**config.mk**
```make
export PLATFORM = sky130hd
export DESIGN_NAME = fetch_unit
export DESIGN_NICKNAME = d
export VERILOG_FILES = /design/src/rtl/fetch_unit.sv
export SDC_FILE = /design/constraint.sdc
export NUM_CORES = 1
export LEC_CHECK = 0
export CELL_PAD_IN_SITES_DETAIL_PLACEMENT = 1
export CELL_PAD_IN_SITES_GLOBAL_PLACEMENT = 1
export CORE_UTILIZATION = 32
export CTS_BUF_LIST = sky130_fd_sc_hd__clkbuf_4
export DETAILED_ROUTE_END_ITERATION = 12
export PLACE_DENSITY = 0.88
export SYNTH_ARGS = -nofsm -noshare
export SYNTH_HDL_FRONTEND = slang
export SYNTH_SLANG_ARGS = --single-unit
```
**constraint.sdc**
```tcl
create_clock -name clk -period 4.2 [get_ports clk]
set_input_delay 0.42 -clock clk [delete_from_list [all_inputs] [get_ports clk]]
set_output_delay 0.42 -clock clk [all_outputs]
set_load 0.01 [all_outputs]
```
**src/rtl/fetch_unit.sv**
```systemverilog
// rtl/fetch_unit.sv - instruction fetch unit: single-outstanding fetch, hold until retire, redirect and fault handling
module fetch_unit #(
  parameter logic [31:0] RESET_PC = 32'h0100_0000,
  parameter int          TIMEOUT  = 16
) (
  input  logic        clk,
  input  logic        rst,
  output logic        imem_req,
  output logic [31:0] imem_addr,
  input  logic        imem_rdy,
  input  logic [31:0] imem_rdata,
  input  logic        wb_update,
  input  logic        redirect,
  input  logic [31:0] redirect_pc,
  output logic [31:0] inst,
  output logic [31:0] inst_pc,
  output logic [31:0] pc_plus4,
  output logic        inst_valid,
  output logic [31:0] instret,
  output logic [1:0]  fault
);

  localparam int            WW        = $clog2(TIMEOUT + 1);
  localparam logic [WW-1:0] TIMEOUT_W = WW'(TIMEOUT);
  localparam logic [31:0]   NOP       = 32'h0000_0013;

  typedef enum logic [1:0] {IDLE, REQ, HOLD, HALT} state_t;

  state_t        state_q, state_d;
  logic [31:0]   pc_q, pc_d;
  logic [31:0]   inst_q, inst_d;
  logic [31:0]   inst_pc_q, inst_pc_d;
  logic [31:0]   instret_q, instret_d;
  logic [1:0]    fault_q, fault_d;
  logic [WW-1:0] wait_q, wait_d;
  logic          redirect_misaligned;

  assign redirect_misaligned = (redirect_pc[1:0] != 2'b00);

  always_ff @(posedge clk or posedge rst) begin
    if (rst) begin
      state_q   <= IDLE;
      pc_q      <= RESET_PC;
      inst_q    <= NOP;
      inst_pc_q <= RESET_PC;
      instret_q <= '0;
      fault_q   <= 2'b00;
      wait_q    <= '0;
    end else begin
      state_q   <= state_d;
      pc_q      <= pc_d;
      inst_q    <= inst_d;
      inst_pc_q <= inst_pc_d;
      instret_q <= instret_d;
      fault_q   <= fault_d;
      wait_q    <= wait_d;
    end
  end

  always_comb begin
    state_d   = state_q;
    pc_d      = pc_q;
    inst_d    = inst_q;
    inst_pc_d = inst_pc_q;
    instret_d = instret_q;
    fault_d   = fault_q;
    wait_d    = wait_q;
    case (state_q)
      IDLE: begin
        state_d = REQ;
        wait_d  = '0;
      end
      REQ: begin
        // A redirect takes priority and discards any data returned in the same cycle.
        if (redirect) begin
          if (redirect_misaligned) begin
            fault_d = 2'b01;
            state_d = HALT;
          end else begin
            pc_d   = redirect_pc;
            wait_d = '0;
          end
        end else if (imem_rdy) begin
          inst_d    = imem_rdata;
          inst_pc_d = pc_q;
          state_d   = HOLD;
        end else begin
          wait_d = wait_q + WW'(1);
          if (wait_q + WW'(1) == TIMEOUT_W) begin
            fault_d = 2'b10;
            state_d = HALT;
          end
        end
      end
      HOLD: begin
        // Retirement counts even when a redirect in the same cycle picks the next pc.
        if (wb_update) begin
          instret_d = instret_q + 32'd1;
        end
        if (redirect) begin
          if (redirect_misaligned) begin
            fault_d = 2'b01;
            state_d = HALT;
          end else begin
            pc_d    = redirect_pc;
            wait_d  = '0;
            state_d = REQ;
          end
        end else if (wb_update) begin
          pc_d    = inst_pc_q + 32'd4;
          wait_d  = '0;
          state_d = REQ;
        end
      end
      HALT: begin
        state_d = HALT;
      end
      default: begin
        state_d = IDLE;
      end
    endcase
  end

  assign imem_req   = (state_q == REQ);
  assign imem_addr  = pc_q;
  assign inst       = inst_q;
  assign inst_pc    = inst_pc_q;
  assign pc_plus4   = inst_pc_q + 32'd4;
  assign inst_valid = (state_q == HOLD);
  assign instret    = instret_q;
  assign fault      = fault_q;

endmodule

```
==> flow_metrics.py <==
metrics = {
    "detailed_routing": {
        "avgViaCountPerCell": 5.12,
        "route.final.wire_length_mm": 21.7,
        "route.antenna.remaining_nets": 0,
        "via_count": 5587,
        "drcViolationCount": 0,
        "drt_pass1_iterations": 4,
        "routedWlPerCell_um": 19.9,
        "detailedRoute.firstIterationViolations": 182,
    },
    "sta": {
        "finalSetupViolations": 0,
        "setup_repair_after_global_routing_missed_its_margin": "no",
        "fin_tns_setup_ns": 0,
        "worst_clock_skew_ns": 0.0144,
        "period_share_pct": 88.0,
        "tightest_pin_transition_ns": 0.922,
        "relSlewSlack_pct": 38.6,
        "timing.final.crit_period_ns": 3.70,
        "max_clock_freq_mhz": 270,
        "report.final.slew_viol_count": 0,
        "final.setup.worst_slack_ns": 0.503,
        "report.final.hold_viol_count": 0,
    },
    "floorplan": {
        "die_w_um": 145,
        "initial_core_util_pct": 33.1,
        "ioPinCount": 233,
        "dieArea_mm2": 0.0210,
        "number_of_placement_rows": 51,
        "design.core.area_mm2": 0.0197,
        "floorplan.die.height_um": 145,
    },
    "clocking": {
        "ctsHoldBuffers": 0,
        "clockBufferDepth": 2,
        "clock_tree.root_cell": "clkbuf_4",
        "cts_tree": "yes",
        "clk_pin_slew_ns": 0.12,
        "tritoncts_num_sinks": 137,
        "clock_insertion_delay_worst_skew_ns": 0.52,
        "cts_buffers": 17,
        "cts_repair_resize_count": 0,
        "post-cts-setup-buffer-count": 0,
        "h_tree_depth": 4,
    },
    "worst_setup_path": {
        "crit_path_cell_trace": "ha_1 > nand2_1 > nor4_1 > nand2_1 > nor2_1 > xor2_1 > clkdlybuf4s50_1",
        "timing.critical_path.required_ns": 3.78,
        "worst-path-max-fanout": 8,
        "logic_depth_of_the_worst_register_to_register_path": 8,
        "critPathMostFrequentCell": "nand2_1",
        "worst_setup_ep_type": "output pin",
        "critical-path-max-stage-delay_ns": 0.69,
        "worstPathArrival_ns": 3.28,
        "cp-startpoint": "inst_pc[2]$_DFFE_PP0P_",
        "reg2reg_setup_slack_ns": 1.47,
        "worstSetupStartpointType": "flop",
        "rr_startpoint": "state_q[1]$_DFFE_PP0P_",
        "reg2reg_to": "imem_addr[20]$_DFFE_PP0P_",
        "timing.critical_path.slowest_stage_cell": "nor4_1",
        "timing.setup.critical_path_class": "flop to output pin",
    },
    "final_layout": {
        "fillCellCount": 2156,
        "layout.cells.most_common_list": "232 x clkdlybuf4s50_1, 132 x dfrtp_1, 66 x mux2_2",
        "drive_above_1_share_pct": 14.4,
        "finalNonFillerCells": 1092,
        "final_net_count": 889,
        "layout_commonest_cell": "clkdlybuf4s50_1",
        "syn2layout_area_growth_pct": 45.0,
    },
    "synth": {
        "netlist.area_leader.share_pct": 50.6,
        "syn-num-nets": 650,
        "synth_cells": 573,
        "synth_area_leader_cell": "dfrtp_1",
        "yosysSeqAreaShare_pct": 52.6,
        "ys_dominant_reg_cell": "dfrtp_1",
        "netlist_cell_types": 56,
        "postSynthRegisterBits": 137,
        "yosys-top-cells-area": "dfrtp_1 51%, mux2_2 11%, xnor2_1 5.1%",
        "async_reset_ff_share_pct": 100,
        "synthesized_cell_area_mm2": 0.00653,
        "yosys_warnings": 0,
        "synth_enable_flop_cells": 0,
        "postSynthAreaPerCell_um2": 11.4,
    },
    "grt": {
        "vias_in_the_first_global_route": 5951,
        "grt_remaining_overflow": 0,
        "antenna_found_initial": 2,
        "grt_pass1_wl_mm": 33.1,
        "gr-usage-all-layers_pct": 21.0,
        "grt_max_degree": 101,
    },
    "flow_run": {
        "number_of_max_cap_violations": 0,
    },
    "power": {
        "ir_worst_vdd_uv": 358,
        "switching_power_summed_over_all_nets_w": 0.00240,
        "power.internal_w": 0.00399,
        "pwr_density_cell_mw_per_mm2": 675,
        "share_comb_of_total_power_pct": 49.0,
        "share_clk_of_total_power_pct": 14.1,
        "seq_power_share_pct": 36.9,
        "p_leak_nw": 3.97,
        "net_switching_fraction_of_the_power_pct": 37.5,
        "total_power_w": 0.00639,
    },
    "place": {
        "numPortBuffers": 232,
        "placed_cells_incl_taps": 1058,
        "dp_hpwl_mm": 16.4,
        "place_ws_ns": 1.05,
        "gpl.final_weighted_congestion": 0.878,
    },
    "status": {
        "status": "complete, no violations",
    },
    "min_path": {
        "hp-class": "input pin to asynchronous set/reset pin",
    },
}
cells by family after synthesis:
group / Yosys count / synth area share, %
and+or+nand+nor: 186 / 15.2
DFF: 137 / 52.6
AOI/OAI and AO/OA: 81 / 8.89
muxes: 66 / 11.4
xor gates and xnor gates: 60 / 8.16
buffers and inverters: 35 / 2.18
adders and majority gates: 8 / 1.53
metal layers:
metal / part of all wire (%) / vias up / global-route usage [%]
met2: 52 / 199 / 37.4
li1: - / 2552 / -
met4: 1.7 / 2 / 6.48
met5: 0.060 / - / 0
met3: 7.9 / 22 / 6.45
met1: 39 / 2812 / 23.9
final cells by class:
class                      instances  area (um^2)  share of cell area [%]
timing repair buffer             241         2390                    25.2
multi-input combinational        401         2960                    31.3
inverter                          14         57.6                   0.608
antenna                            2         5.00                  0.0529
clock buffer                      17          128                    1.35
tap                              265          332                    3.50
clock inverter                    15          158                    1.67
sequential                       137         3430                    36.3
cell usage after synthesis, drive strengths merged (2+ instances only):
master,number
dfrtp,132
mux2,66
xnor2,39
nand2,37
nand3,36
nor2,36
xor2,21
a21oi,17
clkbuf,16
inv,14
nand4,14
and3,12
nor3,12
o22ai,10
o21a,9
o22a,9
ha,8
nor4,8
a21o,7
o21ai,7
a22o,6
or3,6
and4,5
buf,5
dfstp,5
or4,5
nand2b,3
nor2b,3
or2,3
a221o,2
a22oi,2
a32o,2
and2,2
o221a,2
power by group through the flow:
stage	sequential (W)	combinational (W)	clock, W
2_1_floorplan	0.00247	0.00118	0
3_3_place_gp	0.00234	0.00307	0
3_5_place_dp	0.00238	0.00314	0
4_1_cts	0.00236	0.00317	0.000940
5_1_grt	0.00244	0.00335	0.000986
6_report	0.00236	0.00313	0.000902
per-stage QoR:
step	util, %	area, um^2	hold WS [ns]
after detailed placement	46.5	9180	0.489
after global routing	48.0	9470	0.453
final	48.0	9470	0.475
after floorplan	-	6530	0.504
after CTS	48.0	9460	0.448
after global placement	46.5	9180	0.457
registers in the layout, indices dropped and copies added (netlist names):
name,flops
imem_addr,32
inst,32
inst_pc,32
instret,32
wait_q,5
fault,2
state_q,2
critical path, delay by kind of cell, from the launching register on:
kind          cells  cell delay (ns)
fa+ha+maj         1             0.28
flops             1             0.48
simple gates      4             1.25
buf+inv           1             0.56
xor+xnor          1             0.19
worst max path at each step:
stage,endpoint,slack (ns),depth (start not counted)
finish,pc_plus4[28],0.50,7
global route,pc_plus4[28],0.17,7
CTS,pc_plus4[28],0.42,7
detailed placement,pc_plus4[28],1.05,7
global placement,imem_addr[20]$_DFFE_PP0P_,1.22,8
floorplan,fault[0]$_DFFE_PP0P_,0.12,1
Power figures use the tool's default switching activity.
